[src/rtl/edge_event_arbiter.sv]
// Round-robin arbiter that latches per-source edge pulses as pending events and presents them one at a time.
// Optional EDGE_EVENT_ARBITER_OVF_EN adds sticky per-source overflow flags (ovf_o) with a clear input (ovf_clr_i).
module edge_event_arbiter #(
    parameter int NUM_SRC = 32,
    parameter int ID_W    = 5
) (
    input  logic               clk,
    input  logic               reset,
    input  logic [NUM_SRC-1:0] edge_i,
    input  logic [NUM_SRC-1:0] mask_i,
    input  logic               evt_ready_i,
    output logic               evt_valid_o,
    output logic [ID_W-1:0]    evt_id_o,
    output logic [NUM_SRC-1:0] pending_o,
`ifdef EDGE_EVENT_ARBITER_OVF_EN
    output logic [NUM_SRC-1:0] ovf_o,
    input  logic               ovf_clr_i,
`endif
    output logic               busy_o
);

    typedef enum logic {
        IDLE    = 1'b0,
        PRESENT = 1'b1
    } state_t;

    state_t             state_q, state_d;
    logic [NUM_SRC-1:0] pending_q, pending_d;
    logic [ID_W-1:0]    ptr_q, ptr_d;
    logic [ID_W-1:0]    id_q, id_d;
    logic [NUM_SRC-1:0] eligible;
    logic [NUM_SRC-1:0] clr_vec;
    logic [ID_W-1:0]    scan_idx;
    logic [ID_W-1:0]    grant_id;
    logic               grant_found;
    logic               hs;

    assign eligible = pending_q & mask_i;
    assign hs       = (state_q == PRESENT) && evt_ready_i;

    // Scan upward from ptr; the ID_W-bit add wraps 31 -> 0 for free.
    always_comb begin
        grant_found = 1'b0;
        grant_id    = '0;
        scan_idx    = '0;
        for (int k = 0; k < NUM_SRC; k++) begin
            scan_idx = ptr_q + ID_W'(k);
            if (!grant_found && eligible[scan_idx]) begin
                grant_found = 1'b1;
                grant_id    = scan_idx;
            end
        end
    end

    always_comb begin
        state_d = state_q;
        id_d    = id_q;
        ptr_d   = ptr_q;
        clr_vec = '0;
        unique case (state_q)
            IDLE: begin
                if (grant_found) begin
                    id_d    = grant_id;
                    state_d = PRESENT;
                end
            end
            PRESENT: begin
                if (hs) begin
                    clr_vec[id_q] = 1'b1;
                    ptr_d         = id_q + 1'b1;
                    state_d       = IDLE;
                end
            end
            default: state_d = IDLE;
        endcase
        // A fresh edge in the acknowledge cycle re-arms the bit.
        pending_d = (pending_q & ~clr_vec) | edge_i;
    end

    always_ff @(posedge clk) begin
        if (reset) begin
            state_q   <= IDLE;
            pending_q <= '0;
            ptr_q     <= '0;
            id_q      <= '0;
        end else begin
            state_q   <= state_d;
            pending_q <= pending_d;
            ptr_q     <= ptr_d;
            id_q      <= id_d;
        end
    end

`ifdef EDGE_EVENT_ARBITER_OVF_EN
    logic [NUM_SRC-1:0] ovf_q, ovf_d;

    // An edge on a bit that stays pending is a lost event; set beats clear.
    always_comb begin
        ovf_d = ovf_q;
        if (ovf_clr_i) begin
            ovf_d = '0;
        end
        ovf_d = ovf_d | (edge_i & pending_q & ~clr_vec);
    end

    always_ff @(posedge clk) begin
        if (reset) begin
            ovf_q <= '0;
        end else begin
            ovf_q <= ovf_d;
        end
    end

    assign ovf_o = ovf_q;
`endif

    assign evt_valid_o = (state_q == PRESENT);
    assign busy_o      = (state_q == PRESENT);
    assign evt_id_o    = id_q;
    assign pending_o   = pending_q;

endmodule

[config.mk]
export PLATFORM = sky130hd
export DESIGN_NAME = edge_event_arbiter
export DESIGN_NICKNAME = d
export VERILOG_FILES = /design/src/rtl/edge_event_arbiter.sv
export SDC_FILE = /design/constraint.sdc
export NUM_CORES = 1
export LEC_CHECK = 0
export CAP_MARGIN = 20
export CORE_MARGIN = 5
export CORE_UTILIZATION = 50
export DETAILED_ROUTE_END_ITERATION = 10
export PLACE_DENSITY = 0.85
export SKIP_LAST_GASP = 1
export SLEW_MARGIN = 20
export SYNTH_ARGS = -nofsm -noshare
export SYNTH_HDL_FRONTEND = slang
export SYNTH_SLANG_ARGS = --single-unit
[constraint.sdc]
create_clock -name clk -period 6.75 [get_ports clk]
set_input_delay 1.35 -clock clk [delete_from_list [all_inputs] [get_ports clk]]
set_output_delay 1.35 -clock clk [all_outputs]
set_load 0.01 [all_outputs]
=== Word level (Yosys, flattened, before mapping) ===
Index checks and enable logic that the tools add are counted.

* Multiplexer cells: 135
* Reduce and logical (&&, ||, !) cells: 66
* Order comparisons: 34
* $add $sub $neg: 32
* Bitwise gates (word level): 5

{| class="wikitable"
|+ Operators with widths
! cell !! count
|-
| 5-bit by 6-bit < comparator with 1-bit output (second input constant) || 33
|-
| 1-bit binary-select mux with 5-bit select || 32
|-
| 5-bit 2-to-1 mux || 32
|-
| 5-bit adder (second input constant) || 16
|-
| 1-bit 2-to-1 mux || 67
|-
| 32-bit bitwise AND || 2
|-
| 32-bit 2-to-1 mux || 2
|-
| 5-bit by 4-bit adder with 5-bit output (second input constant) || 8
|-
| 1-bit logical AND || 33
|-
| 32-bit inverter || 1
|-
| 32-bit bitwise OR || 1
|-
| 1-bit logical NOT || 31
|-
| 5-bit by 3-bit adder with 5-bit output (second input constant) || 4
|-
| 5-bit by 1-bit adder with 5-bit output (second input constant) || 2
|-
| 5-bit by 2-bit adder with 5-bit output (second input constant) || 2
|-
| 1-bit demux with 5-bit select || 1
|-
| 5-bit by 1-bit >= comparator with 1-bit output (second input constant) || 1
|-
| 2-bit AND reduction || 2
|-
| 1-bit one-hot mux with 2 select lines || 1
|-
| 1-bit inverter || 1
|}

* Word-level logic and storage cells: 276
* Output and inout bits: 39
* Bits of input ports: 67
* Register bits after elaboration: 43

=== Logic depth before layout (Yosys ltp) ===
* Depth in word-level cells: 99
* Depth in mapped cells: 21
* Gate-level depth less buffers: 14

=== Worst setup path after synthesis ===
OpenSTA, ideal clock, no wires.

* Path type: register -> register
* Start: reg ptr_q[1]
* End: reg id_q[1], in the netlist evt_id_o[1]
* Library setup time: 0.117 ns
* Clock period less this slack: 5.118 ns
* Data required time: 6.633 ns
* Buffers on the path: 5
* Setup slack: 1.632 ns
* Arrival time: 5.001 ns
* Cell stages (with the launch flop): 19
* Cells stage by stage: dfxtp_1 -> inv_1 -> buf_1 -> clkbuf_1 -> ha_1 -> buf_2 -> xor2_1 -> buf_4 -> mux4_2 -> mux4_2 -> nor4b_4 -> and4_1 -> nand4_2 -> or3_1 -> buf_2 -> clkinv_1 -> o311a_1 -> nand4_1 -> a32o_1

* Longest elaborated chain between the ends: 97
* Elaborated cells on any way between the ends: 222
* Classes of those cells: 31 x add/sub; 128 x mux; 63 x reduce/logical

{| class="wikitable"
|+ RTL lines
! element !! line !! text
|-
| start, declared || 29 || <nowiki>logic [ID_W-1:0] ptr_q, ptr_d;</nowiki>
|-
| start signal, assigned || 89 || <nowiki>ptr_q <= ptr_d;</nowiki>
|-
| parallel branches: the longest is 97 deep, another holds 5-bit by 1-bit adder with 5-bit output || -- ||
|-
| end signal, assigned || 90 || <nowiki>id_q <= id_d;</nowiki>
|-
| end, declared || 30 || <nowiki>logic [ID_W-1:0] id_q, id_d;</nowiki>
|}

Several ways; the timed one is not identified. The select of a mux whose other input is x is not followed.
A chain may end at the register's enable or synchronous reset.

=== Worst setup path in the final report ===
* Start: in mask_i[5]
* End: reg id_q[2], in the netlist evt_id_o[2]

* Longest elaborated chain between the ends: 98
* Elaborated cells on any way between the ends: 192
* Classes of those cells: 128 x mux; 1 x bitwise; 63 x reduce/logical

{| class="wikitable"
|+ RTL lines
! element !! line !! text
|-
| start, declared || 10 || <nowiki>input logic [NUM_SRC-1:0] mask_i,</nowiki>
|-
| 32-bit bitwise AND * || 38 || <nowiki>assign eligible = pending_q & mask_i;</nowiki>
|-
| 1-bit binary-select mux with 5-bit select || 48 || <nowiki>if (!grant_found && eligible[scan_idx]) begin</nowiki>
|-
| 1-bit 2-to-1 mux (not written as such) || 48 ||
|-
| 1-bit 2-to-1 mux || 48 ||
|-
| 1-bit logical NOT || 48 ||
|-
| 1-bit logical AND || 48 ||
|-
| 1-bit 2-to-1 mux || 48 ||
|-
| 1-bit logical NOT || 48 ||
|-
| (+82 left out) || -- ||
|-
| 1-bit 2-to-1 mux || 48 ||
|-
| 1-bit logical NOT || 48 ||
|-
| 1-bit logical AND || 48 ||
|-
| 1-bit 2-to-1 mux || 48 ||
|-
| 1-bit logical NOT || 48 ||
|-
| 1-bit logical AND || 48 ||
|-
| 1-bit 2-to-1 mux || 48 ||
|-
| 2-bit AND reduction (no source line) || -- ||
|}

Mark *: on every way between the ends. The rest lies on a longest branch, timed or not. The select of a mux whose other input is x is not followed.

==> impl.org <==
** Clocking
- The clock net in this run drives a total of 43 sinks.
- After clock tree synthesis, the flow added hold-fix buffers numbering 0.
- Number of buffers added for setup after CTS :: 0
- Clk slew on worst S/H paths :: 0.06 ns
- The clock tree synthesis step divided the H-tree into 2 levels.
- Post-CTS repair changed the size of 0 cells.
- The longest clock path from root to sink contains 2 buffers.
- TritonCTS built the clock tree.
- Root cell of the clock tree :: sky130_fd_sc_hd__clkbuf_16
- Number of buffers added by the clock tree synthesis step :: 5
- For the worst-skew pair, the clock arrives at the later sink with an insertion delay of 0.29 ns.

** Worst setup path
- Launching element type of the critical path :: input pin
- Kind of end point of the critical path :: flip-flop
- Along the worst path, the maximum fanout reaches 8.
- Start-to-end type of the worst setup path :: in -> reg
- Critical path data required time :: 6.91 ns
- Data arrives at the worst endpoint at 5.68 ns.

** Power
- The share of total power dissipated in the clock network is 0.103.
- Of the total power, the share spent switching nets is 0.5305.
- The analysis attributes to cell leakage a power of 3.289 nW.
- Net switching power :: 1.235 mW
- The internal portion of the total power is 1.093 mW.
- Summing internal, switching and leakage power gives 2.328 mW.
- Total power density per cell area :: 249.2 mW/mm^2
- Combinational power share :: 0.747
- Of the total power, registers draw 0.150.
- IR analysis of the VDD net gives a maximum drop of 0.2354 mV.

** Global routing
- Global routing finished with a remaining overflow of 0.
- The first global-routing pass estimated 52870 um of wire.
- Entering global routing, the biggest net connects 63 pins.
- The number of global-route vias before repair is 9126.
- Across every metal layer, demand over resource in global routing totals 0.3772.
- Number of antenna violations at the first check in global routing :: 0

** Cells and area
- Number of antenna repair diodes :: 0
- The area growth from synthesis to layout is 17.76%.
- In the final layout, the share of cells above drive strength 1 is 0.1458.
- In the final design database the tool counted 1145 nets.

** Logic synthesis
- Area fraction of the dominant cell type after synthesis :: 0.2584
- Cell count after synthesis :: 980
- The synthesized netlist occupies a cell area of 0.007931 sq mm.
- Register area share after synthesis :: 0.1085
- Synth Net Count :: 1063
- Yosys top cell by area :: sky130_fd_sc_hd__mux4_2
- Unique cell type count in the Yosys netlist :: 80
- Most common cell in the netlist :: sky130_fd_sc_hd__nand2_1
- For this run, the number of Yosys warnings is 0.
- By count the netlist is led by sky130_fd_sc_hd__nand2_1, sky130_fd_sc_hd__mux4_2, sky130_fd_sc_hd__o21ai_0.
- In this run the mean area of a mapped cell was 8.093 sq um.
- Sorting the synthesized cells by area gives the leading types as sky130_fd_sc_hd__mux4_2, sky130_fd_sc_hd__dfxtp_1, sky130_fd_sc_hd__o21ai_0.
- Counting flops with a built-in enable in the synthesized netlist gives 0.
- Most common flop cell mapped by yosys :: sky130_fd_sc_hd__dfxtp_1
- Async set-reset flop share out of synthesis :: 0
- Post-synthesis sequential element count :: 43

** STA
- Endpoints failing hold :: 0
- Worst slew margin :: 0.2584
- Number of pins with negative max-slew slack in the final report :: 0
- In the finished design, the share of the clock period the worst path needs comes to 0.8178.
- Setup violations remaining at the end of the flow were counted as 0.
- Between clock sinks in the finished design, the worst skew comes to 0.007274 ns.
- Max Clk Rate :: 181.1 MHz
- Minimum clock period :: 5.520 ns
- Hold is met by 0.5136 ns.
- RSZ-0062 raised after global routing :: no
- Tightest Pin Transition :: 1.104 ns
- After routing, the total negative slack on setup checks comes to 0 ns.

** Placement
- The count of buffers added on input and output ports is 105.
- At the end of routability-driven placement, the weighted congestion stood at 1.088.
- The wire-length estimate of the detail-placed layout is 28130 um.

** Routing
- Summed over all layers, the routed wires come to 34980 um.
- In the routed design, unresolved DRC markers number 0.
- Dividing the detail-routed wire length by the instance count gives 27.35 um.
- The first detailed-routing pass took 6 iterations.
- Using the TritonRoute via totals, the vias-per-cell ratio works out to 7.269.
- DRC violation total after the first TritonRoute iteration :: 1493
- Number of vias after detailed routing :: 9297
- Number of nets still failing antenna checks after routing :: 0

** Run status
- Result of the run :: finished clean

** Floorplanning
- The floorplan has 46 rows.
- From left edge to right edge, the die measures 135.9 um.
- Starting density of the core :: 0.5048
- The total area inside the core boundary comes to 0.01571 sq mm.
- The die is 135.9 um tall.
- Die area :: 0.01848 sq mm
- In this run the count of I/O pins placed on the die edge is 106.

** Job
- Max-cap violations in this run came to 0.

** Hold path
- The min-delay analysis places its worst path in the category reg -> reg.
## cells in the final DEF (no fill, tap or decap), types with 5 or more instances in the layout
cell type | synthesis | routed
sky130_fd_sc_hd__a2111oi_0 | 7 | 7
sky130_fd_sc_hd__a211oi_1 | 15 | 15
sky130_fd_sc_hd__a21boi_0 | 5 | 5
sky130_fd_sc_hd__a21oi_1 | 62 | 62
sky130_fd_sc_hd__a221oi_1 | 6 | 6
sky130_fd_sc_hd__a22oi_1 | 7 | 7
sky130_fd_sc_hd__a31oi_1 | 10 | 10
sky130_fd_sc_hd__buf_4 | 8 | 31
sky130_fd_sc_hd__clkbuf_16 | 0 | 5
sky130_fd_sc_hd__clkdlybuf4s50_1 | 0 | 105
sky130_fd_sc_hd__dfxtp_1 | 43 | 42
sky130_fd_sc_hd__ha_1 | 16 | 16
sky130_fd_sc_hd__inv_1 | 50 | 50
sky130_fd_sc_hd__mux2i_1 | 22 | 22
sky130_fd_sc_hd__mux4_2 | 91 | 91
sky130_fd_sc_hd__nand2_1 | 115 | 115
sky130_fd_sc_hd__nand2b_1 | 5 | 5
sky130_fd_sc_hd__nand3_1 | 52 | 52
sky130_fd_sc_hd__nand4_1 | 8 | 8
sky130_fd_sc_hd__nor2_1 | 74 | 74
sky130_fd_sc_hd__nor3_1 | 17 | 17
sky130_fd_sc_hd__nor4_1 | 8 | 8
sky130_fd_sc_hd__o211ai_1 | 7 | 7
sky130_fd_sc_hd__o21a_1 | 37 | 37
sky130_fd_sc_hd__o21ai_0 | 91 | 91
sky130_fd_sc_hd__o21ai_1 | 9 | 9
sky130_fd_sc_hd__o22ai_1 | 15 | 15
sky130_fd_sc_hd__o31ai_1 | 5 | 5
sky130_fd_sc_hd__o32ai_1 | 6 | 6
sky130_fd_sc_hd__xnor2_1 | 27 | 25
sky130_fd_sc_hd__xor2_1 | 9 | 9
## flip-flops by register name, indices dropped and copies added, names as in the netlist
signal	cells
busy_o	1
evt_id_o	5
pending_o	32
ptr_q	5
## metal layers
layer	up-vias	share of wire	global-route usage
li1	3969	-	-
met1	4379	0.36	0.4606
met2	784	0.45	0.6001
met3	165	0.13	0.1099
met4	0	0.063	0.2072
met5	-	0	0
## area by class of cell
cell class / count / area, sq um
clock buffers: 5 / 125.1
clock inverters: 3 / 20.02
fillers: 1388 / 6372
inverters: 53 / 198.9
multi-input cells: 823 / 6578
flip-flops and latches: 43 / 864.6
well taps: 216 / 270.3
repair buffers: 136 / 1284
## power groups by stage
| stage | Combinational, mW | Clock, mW | Sequential (mW) |
|---|---|---|---|
| 6_report | 1.74 | 0.241 | 0.348 |
| 5_1_grt | 1.83 | 0.251 | 0.353 |
| 4_1_cts | 1.68 | 0.243 | 0.345 |
| 3_5_place_dp | 1.67 | 0 | 0.351 |
| 3_3_place_gp | 1.67 | 0 | 0.349 |
| 2_1_floorplan | 1.13 | 0 | 0.326 |
## worst max-delay path: stages
cell	delay (ns)
sky130_fd_sc_hd__clkdlybuf4s50_1	0.43
sky130_fd_sc_hd__nand3_1	0.12
sky130_fd_sc_hd__o21ai_0	0.34
sky130_fd_sc_hd__mux4_2	0.64
sky130_fd_sc_hd__mux4_2	0.54
sky130_fd_sc_hd__nor3_2	0.39
sky130_fd_sc_hd__nand3_1	0.36
sky130_fd_sc_hd__or4_1	0.72
sky130_fd_sc_hd__nor2_1	0.23
sky130_fd_sc_hd__a22o_1	0.17
sky130_fd_sc_hd__a2111oi_0	0.11
sky130_fd_sc_hd__o21ai_0	0.17
sky130_fd_sc_hd__a31oi_1	0.12
## path summary, 6_finish.rpt
path	depth (start not counted)	to	start	slack, ns
min	2	pending_o[18]$_SDFF_PP0_	pending_o[18]$_SDFF_PP0_	0.51
min reg2reg	2	pending_o[18]$_SDFF_PP0_	pending_o[18]$_SDFF_PP0_	0.51
max	13	evt_id_o[2]$_SDFFE_PP0P_	mask_i[5]	1.23
max reg2reg	14	evt_id_o[3]$_SDFFE_PP0P_	ptr_q[1]$_SDFFE_PP0P_	1.54
## per-stage QoR
| step | utilization | area (sq um) | setup slack (ns) | std cells |
|---|---|---|---|---|
| 5_1_grt | 0.5944 | 9340 | 1.010 | 1279 |
| 3_5_place_dp | 0.5852 | 9195 | 1.045 | 1271 |
| 4_1_cts | 0.5944 | 9340 | 1.346 | 1279 |
| 2_1_floorplan | - | 7931 | 1.632 | 980 |
| 3_3_place_gp | 0.5847 | 9188 | 1.053 | 1271 |
| 6_report | 0.5944 | 9340 | 1.230 | 1279 |
## cell families (layout without fill, tap and decap cells)
logic type                 after synthesis  in the layout  share of synthesized area
buffers and inverters                  114            197                    0.06405
and+or+nand+nor                        321            321                     0.1928
adders and majority gates               16             16                    0.02524
muxes                                  118            118                     0.2952
AOI/OAI and AO/OA                      331            331                     0.2724
xor gates and xnor gates                37             37                    0.04181
DFF                                     43             43                     0.1085
Note: power is estimated with default switching activity, not from simulation.
